`config.mk`:
```
export PLATFORM = sky130hd
export DESIGN_NAME = tile_engine_2048
export DESIGN_NICKNAME = d
export VERILOG_FILES = /design/src/rtl/tile2048_pkg.sv /design/src/rtl/line_merge.sv /design/src/rtl/tile_engine_2048.sv
export SDC_FILE = /design/constraint.sdc
export NUM_CORES = 1
export LEC_CHECK = 0
export ABC_AREA = 1
export BUFFER_PORTS_ARGS = -buffer_cell sky130_fd_sc_hd__buf_2
export CAP_MARGIN = 20
export CORE_ASPECT_RATIO = 0.6
export CORE_MARGIN = 2
export CORE_UTILIZATION = 40
export DETAILED_ROUTE_END_ITERATION = 6
export HOLD_SLACK_MARGIN = 0.03
export PLACE_DENSITY = 0.6
export SLEW_MARGIN = 25
export SYNTH_ARGS = -nofsm -noshare
export SYNTH_HDL_FRONTEND = slang
export SYNTH_HIERARCHICAL = 1
export SYNTH_SLANG_ARGS = --single-unit
```
`constraint.sdc`:
```
create_clock -name clk -period 11.47 [get_ports clk]
set_clock_uncertainty 0.15 [all_clocks]
set_input_delay 2.294 -clock clk [delete_from_list [all_inputs] [get_ports clk]]
set_output_delay 2.294 -clock clk [all_outputs]
set_load 0.05 [all_outputs]
```
`src/rtl/tile2048_pkg.sv`:
```
// Shared types and helpers for the 2048 tile engine.
// Boards are stored as 4-bit exponents; 0 marks an empty cell.
package tile2048_pkg;

  typedef logic [3:0] exp_t;
  typedef exp_t [3:0] line_t;

  typedef enum logic [2:0] {IDLE, SLIDE, SPAWN, CHECK, DONE} state_t;
  typedef enum logic [1:0] {LEFT, RIGHT, UP, DOWN} dir_t;

  localparam logic [15:0] LFSR_RESEED = 16'hACE1;

  // Fibonacci LFSR, taps 16,14,13,11.
  function automatic logic [15:0] lfsr_step(input logic [15:0] s);
    return {s[14:0], s[15] ^ s[13] ^ s[12] ^ s[10]};
  endfunction

endpackage

```
`src/rtl/line_merge.sv`:
```
// Combinational 2048 line merge toward index 0: compact empties, then merge
// each equal adjacent pair once while scanning from index 0.
module line_merge
  import tile2048_pkg::*;
#(
  parameter int WIN_EXP = 11
) (
  input  line_t       line_in,
  output line_t       line_out,
  output logic        changed,
  output logic [12:0] score_add,
  output logic        hit_win
);

  // One spare zero slot so the pair compare at index 3 never matches.
  exp_t        comp [5];
  exp_t        m;
  logic [2:0]  k;
  logic        skip;
  logic [16:0] acc;

  always_comb begin
    comp     = '{default: '0};
    line_out = '0;
    hit_win  = 1'b0;
    skip     = 1'b0;
    acc      = '0;
    m        = '0;
    k        = '0;
    for (int i = 0; i < 4; i++)
      if (line_in[i] != '0) begin
        comp[k] = line_in[i];
        k       = k + 3'd1;
      end
    k = '0;
    for (int i = 0; i < 4; i++) begin
      if (skip) skip = 1'b0;
      else if (comp[i] != '0) begin
        if (comp[i] == comp[i+1]) begin
          m       = (comp[i] == 4'hF) ? 4'hF : comp[i] + 4'd1;
          acc     = acc + (17'd1 << m);
          hit_win = hit_win | (32'(m) >= WIN_EXP);
          skip    = 1'b1;
          line_out[k[1:0]] = m;
        end else begin
          line_out[k[1:0]] = comp[i];
        end
        k = k + 3'd1;
      end
    end
  end

  assign changed   = (line_out != line_in);
  // Two very high merges in one line can exceed the 13-bit port; clamp it.
  assign score_add = (acc > 17'h1FFF) ? 13'h1FFF : acc[12:0];

endmodule

```
`src/rtl/tile_engine_2048.sv`:
```
// 2048 game engine: holds the exponent board, runs slide/merge moves one line
// per cycle, spawns tiles from an LFSR and exposes a double-buffered display.
module tile_engine_2048
  import tile2048_pkg::*;
#(
  parameter logic [15:0] LFSR_SEED = 16'hACE1,
  parameter int          WIN_EXP   = 11
) (
  input  logic                   clk,
  input  logic                   reset,
  input  logic                   new_game,
  input  logic                   move_valid,
  input  logic [1:0]             move_dir,
  input  logic                   load_valid,
  input  logic [3:0][3:0][3:0]   load_board,
  output logic [3:0][3:0][11:0]  board_o,
  output logic [19:0]            score_o,
  output logic                   busy,
  output logic                   done,
  output logic                   win,
  output logic                   lost
);

  localparam logic [15:0] SEED0 = (LFSR_SEED == 16'h0) ? LFSR_RESEED : LFSR_SEED;

  exp_t [3:0][3:0] brd;
  state_t          state;
  dir_t            dir;
  logic [15:0]     lfsr, lfsr_nxt;
  logic [1:0]      ln;
  logic            changed;
  logic [1:0]      spawn_cnt;
  logic [3:0]      idx;
  logic [3:0]      probes;
  line_t           lin, lout;
  logic            l_changed, l_win;
  logic [12:0]     l_score;
  logic [20:0]     score_sum;
  logic            any_empty, any_pair;

  assign lfsr_nxt  = lfsr_step(lfsr);
  assign busy      = (state == SLIDE) || (state == SPAWN) || (state == CHECK);
  assign score_sum = {1'b0, score_o} + {8'd0, l_score};

  // Orient the current line so the merge always runs toward index 0.
  always_comb begin
    lin = '0;
    for (int i = 0; i < 4; i++)
      case (dir)
        LEFT:  lin[i] = brd[ln][i];
        RIGHT: lin[i] = brd[ln][3-i];
        UP:    lin[i] = brd[i][ln];
        DOWN:  lin[i] = brd[3-i][ln];
      endcase
  end

  line_merge #(.WIN_EXP(WIN_EXP)) u_merge (
    .line_in   (lin),
    .line_out  (lout),
    .changed   (l_changed),
    .score_add (l_score),
    .hit_win   (l_win)
  );

  always_comb begin
    any_empty = 1'b0;
    any_pair  = 1'b0;
    for (int r = 0; r < 4; r++)
      for (int c = 0; c < 4; c++)
        if (brd[r][c] == '0) any_empty = 1'b1;
    for (int r = 0; r < 4; r++)
      for (int c = 0; c < 3; c++)
        if (brd[r][c] == brd[r][c+1]) any_pair = 1'b1;
    for (int r = 0; r < 3; r++)
      for (int c = 0; c < 4; c++)
        if (brd[r][c] == brd[r+1][c]) any_pair = 1'b1;
  end

  always_ff @(posedge clk or negedge reset) begin
    if (!reset) begin
      brd       <= '0;
      board_o   <= '0;
      score_o   <= '0;
      win       <= 1'b0;
      lost      <= 1'b0;
      done      <= 1'b0;
      state     <= IDLE;
      dir       <= LEFT;
      lfsr      <= SEED0;
      ln        <= '0;
      changed   <= 1'b0;
      spawn_cnt <= '0;
      idx       <= '0;
      probes    <= '0;
    end else begin
      lfsr <= lfsr_nxt;
      done <= 1'b0;
      if (new_game) begin
        // Accepted in every state; any half-finished operation is dropped.
        brd       <= '0;
        score_o   <= '0;
        win       <= 1'b0;
        lost      <= 1'b0;
        spawn_cnt <= 2'd2;
        idx       <= lfsr_nxt[3:0];
        probes    <= '0;
        state     <= SPAWN;
      end else begin
        case (state)
          IDLE: begin
            if (load_valid) begin
              brd   <= load_board;
              state <= DONE;
            end else if (move_valid && !win && !lost) begin
              dir     <= dir_t'(move_dir);
              ln      <= '0;
              changed <= 1'b0;
              state   <= SLIDE;
            end
          end
          SLIDE: begin
            for (int i = 0; i < 4; i++)
              case (dir)
                LEFT:  brd[ln][i]   <= lout[i];
                RIGHT: brd[ln][3-i] <= lout[i];
                UP:    brd[i][ln]   <= lout[i];
                DOWN:  brd[3-i][ln] <= lout[i];
              endcase
            score_o <= score_sum[20] ? 20'hFFFFF : score_sum[19:0];
            if (l_win) win <= 1'b1;
            ln      <= ln + 2'd1;
            changed <= changed | l_changed;
            if (ln == 2'd3) begin
              if (changed || l_changed) begin
                spawn_cnt <= 2'd1;
                idx       <= lfsr_nxt[3:0];
                probes    <= '0;
                state     <= SPAWN;
              end else begin
                state <= CHECK;
              end
            end
          end
          SPAWN: begin
            if (spawn_cnt == '0) begin
              state <= CHECK;
            end else if (brd[idx[3:2]][idx[1:0]] == '0) begin
              brd[idx[3:2]][idx[1:0]] <= (lfsr[7:4] == 4'd0) ? 4'd2 : 4'd1;
              spawn_cnt <= spawn_cnt - 2'd1;
              idx       <= lfsr_nxt[3:0];
              probes    <= '0;
              if (spawn_cnt == 2'd1) state <= CHECK;
            end else begin
              idx    <= idx + 4'd1;
              probes <= probes + 4'd1;
              if (probes == 4'd15) state <= CHECK;
            end
          end
          CHECK: begin
            if (!any_empty && !any_pair) lost <= 1'b1;
            state <= DONE;
          end
          DONE: begin
            for (int r = 0; r < 4; r++)
              for (int c = 0; c < 4; c++)
                board_o[r][c] <= (brd[r][c] == '0) ? 12'd0 : 12'(32'd1 << brd[r][c]);
            done  <= 1'b1;
            state <= IDLE;
          end
          default: state <= IDLE;
        endcase
      end
    end
  end

endmodule
```
==> impl_metrics.py <==
metrics = {
    "outcome": {
        "outcome": "finished clean",
    },
    "grt": {
        "grt_pass1_vias": 24772,
        "overflow": 0,
        "grt_antenna_before_repair": 4,
        "grt_max_degree": 202,
        "grtUsageTotal_pct": 34.12,
        "grt_pass1_wl_mm": 166.2,
    },
    "drt": {
        "antenna_left": 0,
        "met3_wirelength_mm": 17.83,
        "vias_per_cell": 5.769,
        "top_layer_used": "met5",
        "route.detailed.drc": 0,
        "vias": 27983,
        "routed_wl_mm": 113.2,
        "firstDrtPassIters": 6,
        "dr_wl_met2_mm": 39.24,
        "first_iter_violations": 4089,
        "wirelength_met1_mm": 54.10,
        "wl_per_cell_um": 23.34,
    },
    "place": {
        "gp_congestion": 1.125,
        "io_buffers": 286,
        "place_hpwl_mm": 89.42,
        "dp_slack_ns": 0.3009,
        "place_inst": 4782,
    },
    "cts": {
        "numCtsBuffers": 35,
        "htreeDepth": 2,
        "clock_sinks": 313,
        "cts-hold-fix-buffers": 0,
        "cts_buffer_depth": 3,
        "cts_tree": "yes",
        "insertion_delay_ns": 0.57,
        "cts_root_buffer": "clkbuf_16",
        "clkSlewWorstSetupHoldPaths_ns": 0.06,
    },
    "timing": {
        "postLayoutSetupSlackWorst_ns": 0.7533,
        "fmax_mhz": 93.31,
        "maxSlewHeadroom_pct": 25.02,
        "worstMarginPinSlew_ns": 1.121,
        "fin_crit_ns": 10.72,
        "hold_viol": 0,
        "fin_crit_sh_pct": 93.43,
        "maxSlewViolCount": 0,
        "setup_viol": 0,
    },
    "yosys": {
        "yosysSeqAreaShare_pct": 31.39,
        "syn_area_per_cell_um2": 6.761,
        "synth_area_um2": 24980,
        "netlist_instances": 3695,
        "synth_cell_types": 64,
        "syn_nets": 3862,
        "yosysTopAreaCellShare_pct": 30.55,
        "yosysWarnings": 6,
        "synth.area.top_cells": "dfrtp_1 31%, nand2_1 12%, inv_1 7.4%, o21ai_0 5.7%, nor2_1 4.6%",
        "synth_seq_cells": 313,
        "async_flop_share_pct": 100.0,
        "synth-edff-count": 0,
        "yosys_most_used_dff": "dfrtp_1",
        "synth_area_leader_cell": "dfrtp_1",
    },
    "floorplan": {
        "die_area_um2": 64530,
        "ioPinCount": 287,
        "core_um2": 61310,
        "initial_core_util_pct": 40.75,
        "fp.dieH_um": 197.6,
        "die_w_um": 326.6,
        "row_count": 70,
    },
    "hold_path": {
        "min_path_type": "reg -> reg",
    },
    "setup_path": {
        "critPathMostFrequentCell": "nand2_1",
        "cp_slowest_cell": "fa_1",
        "cp_max_fo": 10,
        "worst_ep_arrival_time_ns": 11.01,
        "crit_buf_inv": 13,
        "crit_path_start_kind": "flop",
        "slowest_delay_ns": 0.46,
        "end_kind": "flop",
        "worst-setup-path-type": "reg -> reg",
        "critPathRequiredTime_ns": 11.77,
        "crit_family": "simple AND/OR/NAND/NOR gates",
    },
    "cells_and_area": {
        "drive_gt1_share_pct": 16.68,
        "multi_input_area_um2": 14400,
        "nets": 4165,
        "area_delta_synth_final_pct": 17.47,
        "num-fill-cells": 6398,
        "instances_no_fill": 4851,
        "register_area_um2": 7845,
    },
    "job": {
        "maxCapViolations": 0,
    },
}
==> per-stage QoR <==
stage | area, um2 | hold WS [ns] | utilization, % | setup TNS [ns]
floorplan | 24980 | 0.1812 | - | 0
global placement | 27880 | 0.1865 | 45.48 | 0
detailed placement | 27910 | 0.1883 | 45.52 | 0
CTS | 29150 | 0.2025 | 47.55 | 0
global route | 29350 | 0.2160 | 47.87 | -0.1262
finish | 29350 | 0.2003 | 47.87 | 0
==> path summary, 6_finish.rpt <==
kind,start,endpoint,slack [ns],cells past startpoint
setup reg to reg,ln[0]$_DFFE_PN0P_,score_o[9]$_DFFE_PN0P_,0.75,63
setup / recovery,ln[0]$_DFFE_PN0P_,score_o[9]$_DFFE_PN0P_,0.75,63
hold reg to reg,lfsr[14]$_DFF_PN0_,lfsr[15]$_DFF_PN1_,0.20,0
min in group asynchronous,reset,board_o[12]$_DFFE_PN0P_,1.57,1
hold / removal,lfsr[14]$_DFF_PN0_,lfsr[15]$_DFF_PN1_,0.20,0
max in group asynchronous,reset,ln[0]$_DFFE_PN0P_,7.77,3
==> state kept, by name, indices dropped and copies added (netlist names), 2 cells and up <==
name	count
board_o	192
brd	64
dir	2
idx	4
lfsr	16
ln	2
probes	4
score_o	20
spawn_cnt	2
state	3
==> layout by cell type (no fill, tap or decap), drive strengths merged, types with 4 or more instances in the layout <==
master / n
bufinv: 7
fa: 5
o22ai: 130
a21oi: 202
inv: 529
o21ai: 367
o221ai: 16
a22oi: 32
nand3: 238
o211ai: 20
nor2: 331
xnor2: 106
dfrtp: 305
nor3: 33
nand2: 845
or2: 10
clkbuf: 40
a31oi: 8
a21o: 5
o31ai: 4
xor2: 36
clkinvlp: 4
buf: 456
nand4: 87
a221oi: 8
ha: 91
dfstp: 8
o311ai: 20
a21boi: 10
nand3b: 6
a211oi: 12
o2111ai: 13
clkinv: 16
==> synthesized netlist by cell type, drive strengths merged, types with 36 or more instances <==
library cell and instances:
nand2 845, inv 525, o21ai 367, nor2 331, dfrtp 305, nand3 238
a21oi 202, o22ai 130, clkbuf 110, xnor2 106, ha 91, nand4 87
buf 81, xor2 36
==> per-layer routing <==
metal | vias to the layer above | global-route usage [%]
met5 | - | 0.9745
li1 | 12895 | -
met4 | 6 | 5.148
met1 | 13252 | 53.89
met2 | 1692 | 40.87
met3 | 138 | 15.57
==> kinds of logic after synthesis <==
| group | count (synthesis) | share of synthesized area, % |
|---|---|---|
| buf+inv | 725 | 11.47 |
| flops | 313 | 31.39 |
| simple gates | 1555 | 27.04 |
| compound gates | 864 | 20.16 |
| xor+xnor | 142 | 4.978 |
| fa+ha+maj | 96 | 4.958 |
==> repair_timing <==
item / in CTS / in global routing
endpoints found under the setup margin: 0 / 20
buffers inserted: 0 / 6
resized for setup: 0 / 47
==> area by class of cell <==
class	instances	area share [%]
multi-input combinational	2657	49.05
tap	828	3.530
clock buffer	39	3.104
timing repair buffer	457	9.555
inverter	534	6.869
antenna	1	0.008527
clock inverter	22	1.147
sequential	313	26.73
==> worst register-to-register path, delay by kind of cell, from the launching register on <==
family                   cells  cell delay [ns]
AO/OA/AOI/OAI               14             2.69
buffers and inverters       13             1.57
XOR/XNOR                     2             0.32
AND/OR/NAND/NOR             27             3.27
flip-flops                   1             0.42
adder cells (fa/ha/maj)      7             2.20
Power is not shown: default switching activity piles up to over one toggle a cycle in this logic, so the estimate is an artifact.
